### config.mk
export PLATFORM = sky130hd
export DESIGN_NAME = updown_sweep_ctrl_flat
export DESIGN_NICKNAME = d
export VERILOG_FILES = /design/src/rtl/updown_sweep_ctrl_if.sv /design/src/rtl/updown_sweep_ctrl.sv /design/src/flat_wrapper.sv
export SDC_FILE = /design/constraint.sdc
export NUM_CORES = 1
export LEC_CHECK = 0
export BUFFER_PORTS_ARGS = -buffer_cell sky130_fd_sc_hd__buf_2
export CORE_ASPECT_RATIO = 1.5
export CORE_MARGIN = 10
export CORE_UTILIZATION = 35
export DETAILED_ROUTE_END_ITERATION = 12
export PLACE_DENSITY = 0.51
export SYNTH_ARGS = -nofsm -noshare
export SYNTH_HDL_FRONTEND = slang
export SYNTH_SLANG_ARGS = --single-unit
### constraint.sdc
create_clock -name clk -period 3.4 [get_ports clk]
set_clock_uncertainty 0.2 [all_clocks]
set_input_delay 0.68 -clock clk [delete_from_list [all_inputs] [get_ports clk]]
set_output_delay 0.68 -clock clk [all_outputs]
set_load 0.02 [all_outputs]
### src/rtl/updown_sweep_ctrl_if.sv
// Control/feedback bundle between a sweep sequencer and its host plus counter.
interface updown_sweep_ctrl_if #(
    parameter int unsigned WIDTH = 8
);
    // Host-side job request
    logic             start;
    logic             abort;
    logic [WIDTH-1:0] lo;
    logic [WIDTH-1:0] hi;
    logic [7:0]       sweeps;
    // Counter feedback
    logic [WIDTH-1:0] count_in;
    // Counter drive
    logic             mode;
    logic             load;
    logic [WIDTH-1:0] din;
    // Job status
    logic             busy;
    logic             done;
    logic             err;
    logic [7:0]       sweeps_done;

    // Host and counter side
    modport master (
        output start, abort, lo, hi, sweeps, count_in,
        input  mode, load, din, busy, done, err, sweeps_done
    );

    // Sequencer side
    modport slave (
        input  start, abort, lo, hi, sweeps, count_in,
        output mode, load, din, busy, done, err, sweeps_done
    );
endinterface

### src/rtl/updown_sweep_ctrl.sv
// Sequencer that drives an up/down counter through lo->hi->lo sweeps, then parks it.
// Between jobs the counter is held by reloading the last value it was left at.
module updown_sweep_ctrl #(
    parameter int unsigned WIDTH = 8
) (
    input  logic               clk,
    input  logic               clr,
    updown_sweep_ctrl_if.slave bus
);

    typedef enum logic [2:0] {
        S_IDLE = 3'd0,
        S_LOAD = 3'd1,
        S_UP   = 3'd2,
        S_DOWN = 3'd3,
        S_DONE = 3'd4
    } state_t;

    state_t           r_state;
    logic             r_mode;
    logic             r_load;
    logic [WIDTH-1:0] r_din;
    logic             r_busy;
    logic             r_done;
    logic             r_err;
    logic [7:0]       r_sweeps_done;
    logic [WIDTH-1:0] r_hold;
    logic [WIDTH-1:0] r_lo;
    logic [WIDTH-1:0] r_hi;
    logic [7:0]       r_sweeps;

    state_t           w_state;
    logic             w_mode;
    logic             w_load;
    logic [WIDTH-1:0] w_din;
    logic             w_busy;
    logic             w_done;
    logic             w_err;
    logic [7:0]       w_sweeps_done;
    logic [WIDTH-1:0] w_hold;
    logic [WIDTH-1:0] w_lo;
    logic [WIDTH-1:0] w_hi;
    logic [7:0]       w_sweeps;

    logic [WIDTH-1:0] w_cnt_inc;
    logic [WIDTH-1:0] w_cnt_dec;
    logic [WIDTH-1:0] w_hi_m1;
    logic [WIDTH-1:0] w_lo_p1;
    logic [8:0]       w_sweeps_next;
    logic             w_more_sweeps;
    logic             w_job_ok;

    assign w_cnt_inc     = bus.count_in + WIDTH'(1);
    assign w_cnt_dec     = bus.count_in - WIDTH'(1);
    assign w_hi_m1       = r_hi - WIDTH'(1);
    assign w_lo_p1       = r_lo + WIDTH'(1);
    assign w_sweeps_next = 9'({1'b0, r_sweeps_done}) + 9'd1;
    assign w_more_sweeps = w_sweeps_next < 9'({1'b0, r_sweeps});
    assign w_job_ok      = (bus.hi > bus.lo) && (bus.sweeps != 8'd0);

    // State and registered outputs; clr parks everything with the counter at 0
    always_ff @(posedge clk or posedge clr) begin
        if (clr) begin
            r_state       <= S_IDLE;
            r_mode        <= 1'b0;
            r_load        <= 1'b1;
            r_din         <= '0;
            r_busy        <= 1'b0;
            r_done        <= 1'b0;
            r_err         <= 1'b0;
            r_sweeps_done <= 8'd0;
            r_hold        <= '0;
            r_lo          <= '0;
            r_hi          <= '0;
            r_sweeps      <= 8'd0;
        end else begin
            r_state       <= w_state;
            r_mode        <= w_mode;
            r_load        <= w_load;
            r_din         <= w_din;
            r_busy        <= w_busy;
            r_done        <= w_done;
            r_err         <= w_err;
            r_sweeps_done <= w_sweeps_done;
            r_hold        <= w_hold;
            r_lo          <= w_lo;
            r_hi          <= w_hi;
            r_sweeps      <= w_sweeps;
        end
    end

    // Next state and next output values; abort outranks every other transition
    always_comb begin
        w_state       = r_state;
        w_mode        = r_mode;
        w_load        = r_load;
        w_din         = r_din;
        w_done        = 1'b0;
        w_err         = 1'b0;
        w_sweeps_done = r_sweeps_done;
        w_hold        = r_hold;
        w_lo          = r_lo;
        w_hi          = r_hi;
        w_sweeps      = r_sweeps;

        case (r_state)
            S_IDLE: begin
                w_load = 1'b1;
                w_din  = r_hold;
                if (bus.start) begin
                    if (w_job_ok) begin
                        w_lo          = bus.lo;
                        w_hi          = bus.hi;
                        w_sweeps      = bus.sweeps;
                        w_sweeps_done = 8'd0;
                        w_din         = bus.lo;
                        w_state       = S_LOAD;
                    end else begin
                        w_err = 1'b1;
                    end
                end
            end
            S_LOAD: begin
                if (bus.abort) begin
                    // Counter takes lo on this edge regardless
                    w_load  = 1'b1;
                    w_din   = r_lo;
                    w_hold  = r_lo;
                    w_state = S_IDLE;
                end else begin
                    w_load  = 1'b0;
                    w_mode  = 1'b1;
                    w_state = S_UP;
                end
            end
            S_UP: begin
                if (bus.abort) begin
                    w_load  = 1'b1;
                    w_din   = w_cnt_inc;
                    w_hold  = w_cnt_inc;
                    w_state = S_IDLE;
                end else if (bus.count_in == w_hi_m1) begin
                    // Counter reaches hi on this edge, then heads down
                    w_mode  = 1'b0;
                    w_state = S_DOWN;
                end
            end
            S_DOWN: begin
                if (bus.abort) begin
                    w_load  = 1'b1;
                    w_din   = w_cnt_dec;
                    w_hold  = w_cnt_dec;
                    w_state = S_IDLE;
                end else if (bus.count_in == w_lo_p1) begin
                    // Counter reaches lo on this edge: one sweep completed
                    w_sweeps_done = w_sweeps_next[7:0];
                    if (w_more_sweeps) begin
                        w_mode  = 1'b1;
                        w_state = S_UP;
                    end else begin
                        w_load  = 1'b1;
                        w_din   = r_lo;
                        w_hold  = r_lo;
                        w_done  = 1'b1;
                        w_state = S_DONE;
                    end
                end
            end
            S_DONE: begin
                w_load  = 1'b1;
                w_din   = r_hold;
                w_state = S_IDLE;
            end
            default: begin
                w_load  = 1'b1;
                w_din   = r_hold;
                w_state = S_IDLE;
            end
        endcase

        w_busy = (w_state == S_LOAD) || (w_state == S_UP) || (w_state == S_DOWN);
    end

    assign bus.mode        = r_mode;
    assign bus.load        = r_load;
    assign bus.din         = r_din;
    assign bus.busy        = r_busy;
    assign bus.done        = r_done;
    assign bus.err         = r_err;
    assign bus.sweeps_done = r_sweeps_done;

endmodule

### src/flat_wrapper.sv
// flat-port wrapper written by rule: the top's interface ports become plain ports
module updown_sweep_ctrl_flat 
#(
    parameter int unsigned WIDTH = 8
)
  (clk, clr, bus_start, bus_abort, bus_lo, bus_hi, bus_sweeps, bus_count_in, bus_mode, bus_load, bus_din, bus_busy, bus_done, bus_err, bus_sweeps_done);
  updown_sweep_ctrl_if #(.WIDTH(WIDTH)) bus_i ();
  input  logic clk;
  input  logic clr;
  input wire logic [$bits(bus_i.start)-1:0] bus_start;
  input wire logic [$bits(bus_i.abort)-1:0] bus_abort;
  input wire logic [$bits(bus_i.lo)-1:0] bus_lo;
  input wire logic [$bits(bus_i.hi)-1:0] bus_hi;
  input wire logic [$bits(bus_i.sweeps)-1:0] bus_sweeps;
  input wire logic [$bits(bus_i.count_in)-1:0] bus_count_in;
  output wire logic [$bits(bus_i.mode)-1:0] bus_mode;
  output wire logic [$bits(bus_i.load)-1:0] bus_load;
  output wire logic [$bits(bus_i.din)-1:0] bus_din;
  output wire logic [$bits(bus_i.busy)-1:0] bus_busy;
  output wire logic [$bits(bus_i.done)-1:0] bus_done;
  output wire logic [$bits(bus_i.err)-1:0] bus_err;
  output wire logic [$bits(bus_i.sweeps_done)-1:0] bus_sweeps_done;
  assign bus_i.start = bus_start;
  assign bus_i.abort = bus_abort;
  assign bus_i.lo = bus_lo;
  assign bus_i.hi = bus_hi;
  assign bus_i.sweeps = bus_sweeps;
  assign bus_i.count_in = bus_count_in;
  assign bus_mode = bus_i.mode;
  assign bus_load = bus_i.load;
  assign bus_din = bus_i.din;
  assign bus_busy = bus_i.busy;
  assign bus_done = bus_i.done;
  assign bus_err = bus_i.err;
  assign bus_sweeps_done = bus_i.sweeps_done;
  updown_sweep_ctrl #(.WIDTH(WIDTH)) u_core (.clk(clk), .clr(clr), .bus(bus_i));
endmodule
* Yosys cells after proc, flatten, opt, wreduce, memory -nomap -nowiden
Index checks and enable logic that the tools add are counted.
Storage, ports and cells: register bits after elaboration 56, bits of input ports 36, output and inout port bits 21
Cells by class: $add $sub $neg 5, order comparisons 2, equal/unequal tests 20, muxes and demuxes 43, reductions and logical operators 13
Operators with widths (number):
- 2-to-1 mux 8 bit | 11
- case mux 8 bit (4 select lines) | 1
- case mux 8 bit (3 select lines) | 1
- 2-to-1 mux 3 bit | 7
- 2-to-1 mux 1 bit | 18
- adder 8 x 1 -> 8 bit (second input constant) | 2
- equality test 8 bit | 2
- case mux 8 bit (2 select lines) | 1
- subtractor 8 x 1 -> 8 bit (second input constant) | 2
- equality test 3 x 2 -> 1 bit (second input constant) | 4
- inequality test 2 bit (second input constant) | 6
- case mux 3 bit (4 select lines) | 1
- AND reduction 5 bit | 2
- adder 8 x 1 -> 9 bit (second input constant) | 1
- < comparator 9 x 8 -> 1 bit | 1
- > comparator 8 bit | 1
- inequality test 2 x 1 -> 1 bit (second input constant) | 4
- nonzero test 8 bit | 1
- AND reduction 7 bit | 1
- equality test 3 x 1 -> 1 bit (second input constant) | 2
- case mux 1 bit (3 select lines) | 2
- AND reduction 3 bit | 2
- AND reduction 4 bit | 1
- zero test 3 bit | 1
- other kinds (7) | 8

* Logic depth before layout (Yosys ltp)
depth after elaboration 9, depth in mapped cells 13, mapped depth without buffers 13

* Worst setup path before layout
Ideal clock, no wire load.
path type reg2reg, from register u_core.r_sweeps_done[0], in the netlist u_core.bus.sweeps_done[0], to register u_core.r_hold[1], arrival 2913 ps, data required time 3075 ps, slack 162 ps, stages on the path, launching flop included 12, path buffers 0, cells stage by stage dfrtp_1 -> ha_1 -> nand3_1 -> nor2_1 -> nor2b_1 -> or2_2 -> ha_1 -> a21o_1 -> a221oi_2 -> a21oi_1 -> a21oi_4 -> mux2_4
Between the ends: longest elaborated chain between the ends 4
RTL lines:
- start: declaration | line updown_sweep_ctrl.sv:26 | logic [7:0] r_sweeps_done;
- start signal: assignment | line updown_sweep_ctrl.sv:84 | r_sweeps_done <= w_sweeps_done;
- adder 8 x 1 -> 9 bit | line updown_sweep_ctrl.sv:57 | assign w_sweeps_next = 9'({1'b0, r_sweeps_done}) + 9'd1;
- < comparator 9 x 8 -> 1 bit | line updown_sweep_ctrl.sv:58 | assign w_more_sweeps = w_sweeps_next < 9'({1'b0, r_sweeps});
- inequality test 3 bit (no line)
- AND reduction 5 bit (no line)
- end signal: assignment | line updown_sweep_ctrl.sv:85 | r_hold <= w_hold;
- end: declaration | line updown_sweep_ctrl.sv:27 | logic [WIDTH-1:0] r_hold;
Every way passes these cells. A chain may end at the register's enable or synchronous reset.

* Worst setup path in the final report
from register u_core.r_sweeps_done[0], in the netlist u_core.bus.sweeps_done[0], to register u_core.r_din[4], in the netlist u_core.bus.din[4]
Between the ends: longest elaborated chain between the ends 4
RTL lines:
- adder 8 x 1 -> 9 bit | line updown_sweep_ctrl.sv:57
- < comparator 9 x 8 -> 1 bit | line updown_sweep_ctrl.sv:58
- inequality test 3 bit (no line)
- AND reduction 4 bit (no line)
- end signal: assignment | line updown_sweep_ctrl.sv:80 | r_din <= w_din;
- end: declaration | line updown_sweep_ctrl.sv:22 | logic [WIDTH-1:0] r_din;
Every way passes these cells.

==> metrics.md <==
| Metric | Value |
|---|---|
| Mapped Area | 3970 µm² |
| Die Y | 150 µm |
| Leak | 2.07 nW |
| Crit-path most repeated cell | ha_1 |
| Avg Inst Size Synth | 8.94 µm² |
| Max cap viols | 0 |
| Cells after DPL | 632 |
| DRC Markers | 0 |
| Crit end category | register |
| Setup_tns | 0 ns |
| RSZ-0062 raised after global routing | no |
| Clock latency at the later pin of the worst-skew pair | 0.29 ns |
| # fillers | 1171 |
| CP cell instances | ha_1 > nand3_2 > nor2_4 > nor2b_1 > or2_2 > ha_1 > a21o_1 > a221oi_4 > a21oi_2 > buf_4 > a211oi_1 > a41oi_2 |
| Final #Nets | 548 |
| IO buf count | 56 |
| Post-Synth XOR/XNOR Area | 5.52% |
| Non-Filler Instances | 640 |
| Worst EP required | 3.35 ns |
| CTS tree | done |
| Drt wl/cell | 19.7 µm |
| CTS root buf | clkbuf_16 |
| Resized cells post-CTS | 0 |
| Register area share after synthesis | 35.4% |
| Instance count of the mapped netlist | 444 |
| Area Overhead vs Synth | 16.1% |
| Post-DP HPWL | 10.1 mm |
| Vias in the first global route | 3720 |
| CP Class | reg2reg |
| Ys flop type | dfrtp_1 |
| Post-synth top area cell | dfrtp_1 |
| Fin crit period | 3.17 ns |
| GRT overflow | 0 |
| Post-synthesis adder-cell area fraction | 6.31% |
| Final worst path period share | 93.3% |
| All-Layer GR Usage | 15.9% |
| Critical path launch point type | register |
| WP data arrival | 3.13 ns |
| Async SR Flop Fraction | 100% |
| Initial core utilization | 35.9% |
| Yosys Warn Count | 0 |
| Mux share of post-synthesis cell area | 4.51% |
| Die width | 107 µm |
| IR drop worst, VDD | 267 µV |
| Max stage delay cell, worst path | dfrtp_2 |
| ANT cells | 0 |
| Smallest hold slack | 0.122 ns |
| Post-synth top area share | 34.7% |
| Max Slew Vio Count | 0 |
| ANT nets after route | 0 |
| Io pins | 57 |
| Final Setup Violations | 0 |
| Worst slew margin | 50.6% |
| Hold crit path type | in2async |
| Core Rows | 47 |
| Synth Area in Compound Gates | 22.7% |
| Outcome | completed |
| Largest net degree at the start of global routing | 30 |
| FMAX | 315 MHz |
| Layout cells sized above 1 | 23.1% |
| Final GP Congestion | 0.922 |
| CP Max Fanout | 8 |
| Routed vias/inst | 5.52 |
| Number of synthesized register bits | 56 |
| Sink Count | 56 |
| Area contributors post-synth | dfrtp_1 35%, ha_1 6.3%, nand2_1 3.9%, xnor2_1 3.8%, inv_1 3.0% |
| Core Box Area | 11100 µm² |
| Initial antenna violation count | 0 |
| Drt initial violations | 198 |
| H-tree depth | 2 |
| Worst slew pin tran | 0.736 ns |
| Main combinational cell family by area after synthesis | compound AO/OA/AOI/OAI gates |
| Drt first pass iters | 6 |
| Simple-gate share of the synthesized area | 19.2% |
| Syn_nets | 500 |
| Number of synthesized flops with an enable pin | 0 |
| Total clock buffers created by CTS | 5 |
| DIE AREA | 16100 µm² |
| Pwr dens | 562 nW/µm² |
| WL final | 12.6 mm |
| Slowest stage delay, CP | 0.42 ns |
| Clk pin slew, worst setup/hold paths | 0.07 ns |
| Hold Fails Final Rpt | 0 |
| First-pass GRT wire length | 20.2 mm |
| Vias post-DR | 3531 |
| Synth unique cells | 73 |
| CTS Hold Buffers Added | 0 |
| Critical path's top delay family | compound AO/OA/AOI/OAI gates |
| Post-CTS Setup Repair Bufs | 0 |
| Worst path bufs/invs | 1 |
| Max clock buf depth | 2 |
placed cells by master (no fill, tap or decap), types with 3 or more instances in the layout:
cell | netlist | routed
a211oi_1 | 8 | 8
mux2i_1 | 4 | 4
a22o_1 | 3 | 3
nand2_1 | 41 | 41
mux2_4 | 4 | 4
o2bb2ai_1 | 3 | 3
nor2b_1 | 7 | 7
nand2b_1 | 4 | 4
a211o_1 | 4 | 4
or4_1 | 3 | 3
nand4_1 | 5 | 5
o211ai_1 | 5 | 5
a21o_1 | 5 | 4
clkbuf_16 | 0 | 5
dfrtp_1 | 55 | 53
o21ai_0 | 23 | 23
a41oi_2 | 3 | 3
buf_2 | 8 | 56
a31oi_1 | 10 | 10
a21oi_1 | 17 | 17
nand3_1 | 21 | 20
nor2_1 | 29 | 28
ha_1 | 20 | 20
buf_4 | 3 | 11
nor3_1 | 9 | 9
mux2_2 | 6 | 6
and2_1 | 7 | 7
a22oi_1 | 3 | 3
xor2_1 | 8 | 8
o221ai_1 | 4 | 4
xnor2_1 | 17 | 17
inv_1 | 32 | 31
or2_2 | 3 | 3
a21bo_2 | 3 | 3
path summary, 6_finish.rpt:
| check | start | depth (start not counted) | slack [ns] | endpoint |
|---|---|---|---|---|
| max in group asynchronous | clr | 3 | 2.20 | u_core.bus.load |
| hold / removal | clr | 2 | 0.12 | u_core.bus.din[7] |
| setup reg to reg | u_core.bus.sweeps_done[0] | 12 | 0.23 | u_core.bus.din[4] |
| hold reg to reg | u_core.bus.mode | 1 | 0.30 | u_core.bus.mode |
| setup / recovery | u_core.bus.sweeps_done[0] | 12 | 0.23 | u_core.bus.din[4] |
| min in group clk | u_core.bus.mode | 1 | 0.30 | u_core.bus.mode |
cell families (layout without fill, tap and decap cells):
| logic type | after synthesis | count (layout) |
|---|---|---|
| flip-flops | 56 | 56 |
| adder cells (fa/ha/maj) | 20 | 20 |
| multiplexers | 15 | 15 |
| XOR/XNOR | 25 | 25 |
| buffers and inverters | 58 | 107 |
| AND/OR/NAND/NOR | 148 | 148 |
| AO/OA/AOI/OAI | 122 | 122 |
power breakdown:
| group | internal (mW) | total (mW) | switching, mW | leakage, nW |
|---|---|---|---|---|
| Combinational | 0.383 | 0.908 | 0.525 | 1.29 |
| Sequential | 0.857 | 1.06 | 0.199 | 0.688 |
| Clock | 0.388 | 0.626 | 0.238 | 0.0901 |
routing by layer:
layer	vias to the layer above	track usage, %	part of all wire (%)
li1	1706	-	-
met1	1707	17.1	39
met2	97	30.3	54
met3	21	2.10	3.6
met4	0	5.91	3.2
met5	-	0	0
flip-flops by register name, summed over array words and instances (netlist names), 3 cells and up:
| name | count |
|---|---|
| u_core.bus.din | 8 |
| u_core.bus.sweeps_done | 8 |
| u_core.r_hi | 8 |
| u_core.r_hold | 8 |
| u_core.r_lo | 8 |
| u_core.r_sweeps | 8 |
| u_core.r_state | 3 |
cell type report:
| cell class | instances | area (µm²) | area share (%) |
|---|---|---|---|
| inverter | 32 | 120 | 2.61 |
| multi-input combinational | 330 | 2350 | 51.0 |
| sequential | 56 | 1410 | 30.5 |
| clock inverter | 1 | 30.0 | 0.652 |
| tap | 147 | 184 | 3.99 |
| clock buffer | 7 | 153 | 3.31 |
| timing repair buffer | 67 | 363 | 7.88 |
synth_stat cells (8+ instances only):
cell type and number:
a31oi_1 10, xnor2_1 17, buf_2 8, ha_1 20
a211oi_1 8, a21oi_1 17, nand2_1 41, dfrtp_1 55
nor3_1 9, nor2_1 29, clkbuf_1 12, xor2_1 8
inv_1 32, nand3_1 21, o21ai_0 23
stage by stage:
stage | total power, mW | util, % | area, µm² | setup WS [ns]
after floorplan | 1.67 | - | 3970 | 0.162
after global placement | 1.96 | 39.7 | 4390 | 0.182
after detailed placement | 1.98 | 39.7 | 4390 | 0.113
after CTS | 2.61 | 41.4 | 4570 | 0.0479
after global routing | 2.76 | 41.7 | 4610 | 0.00969
final | 2.59 | 41.7 | 4610 | 0.227
Note: power is estimated with default switching activity, not from simulation.
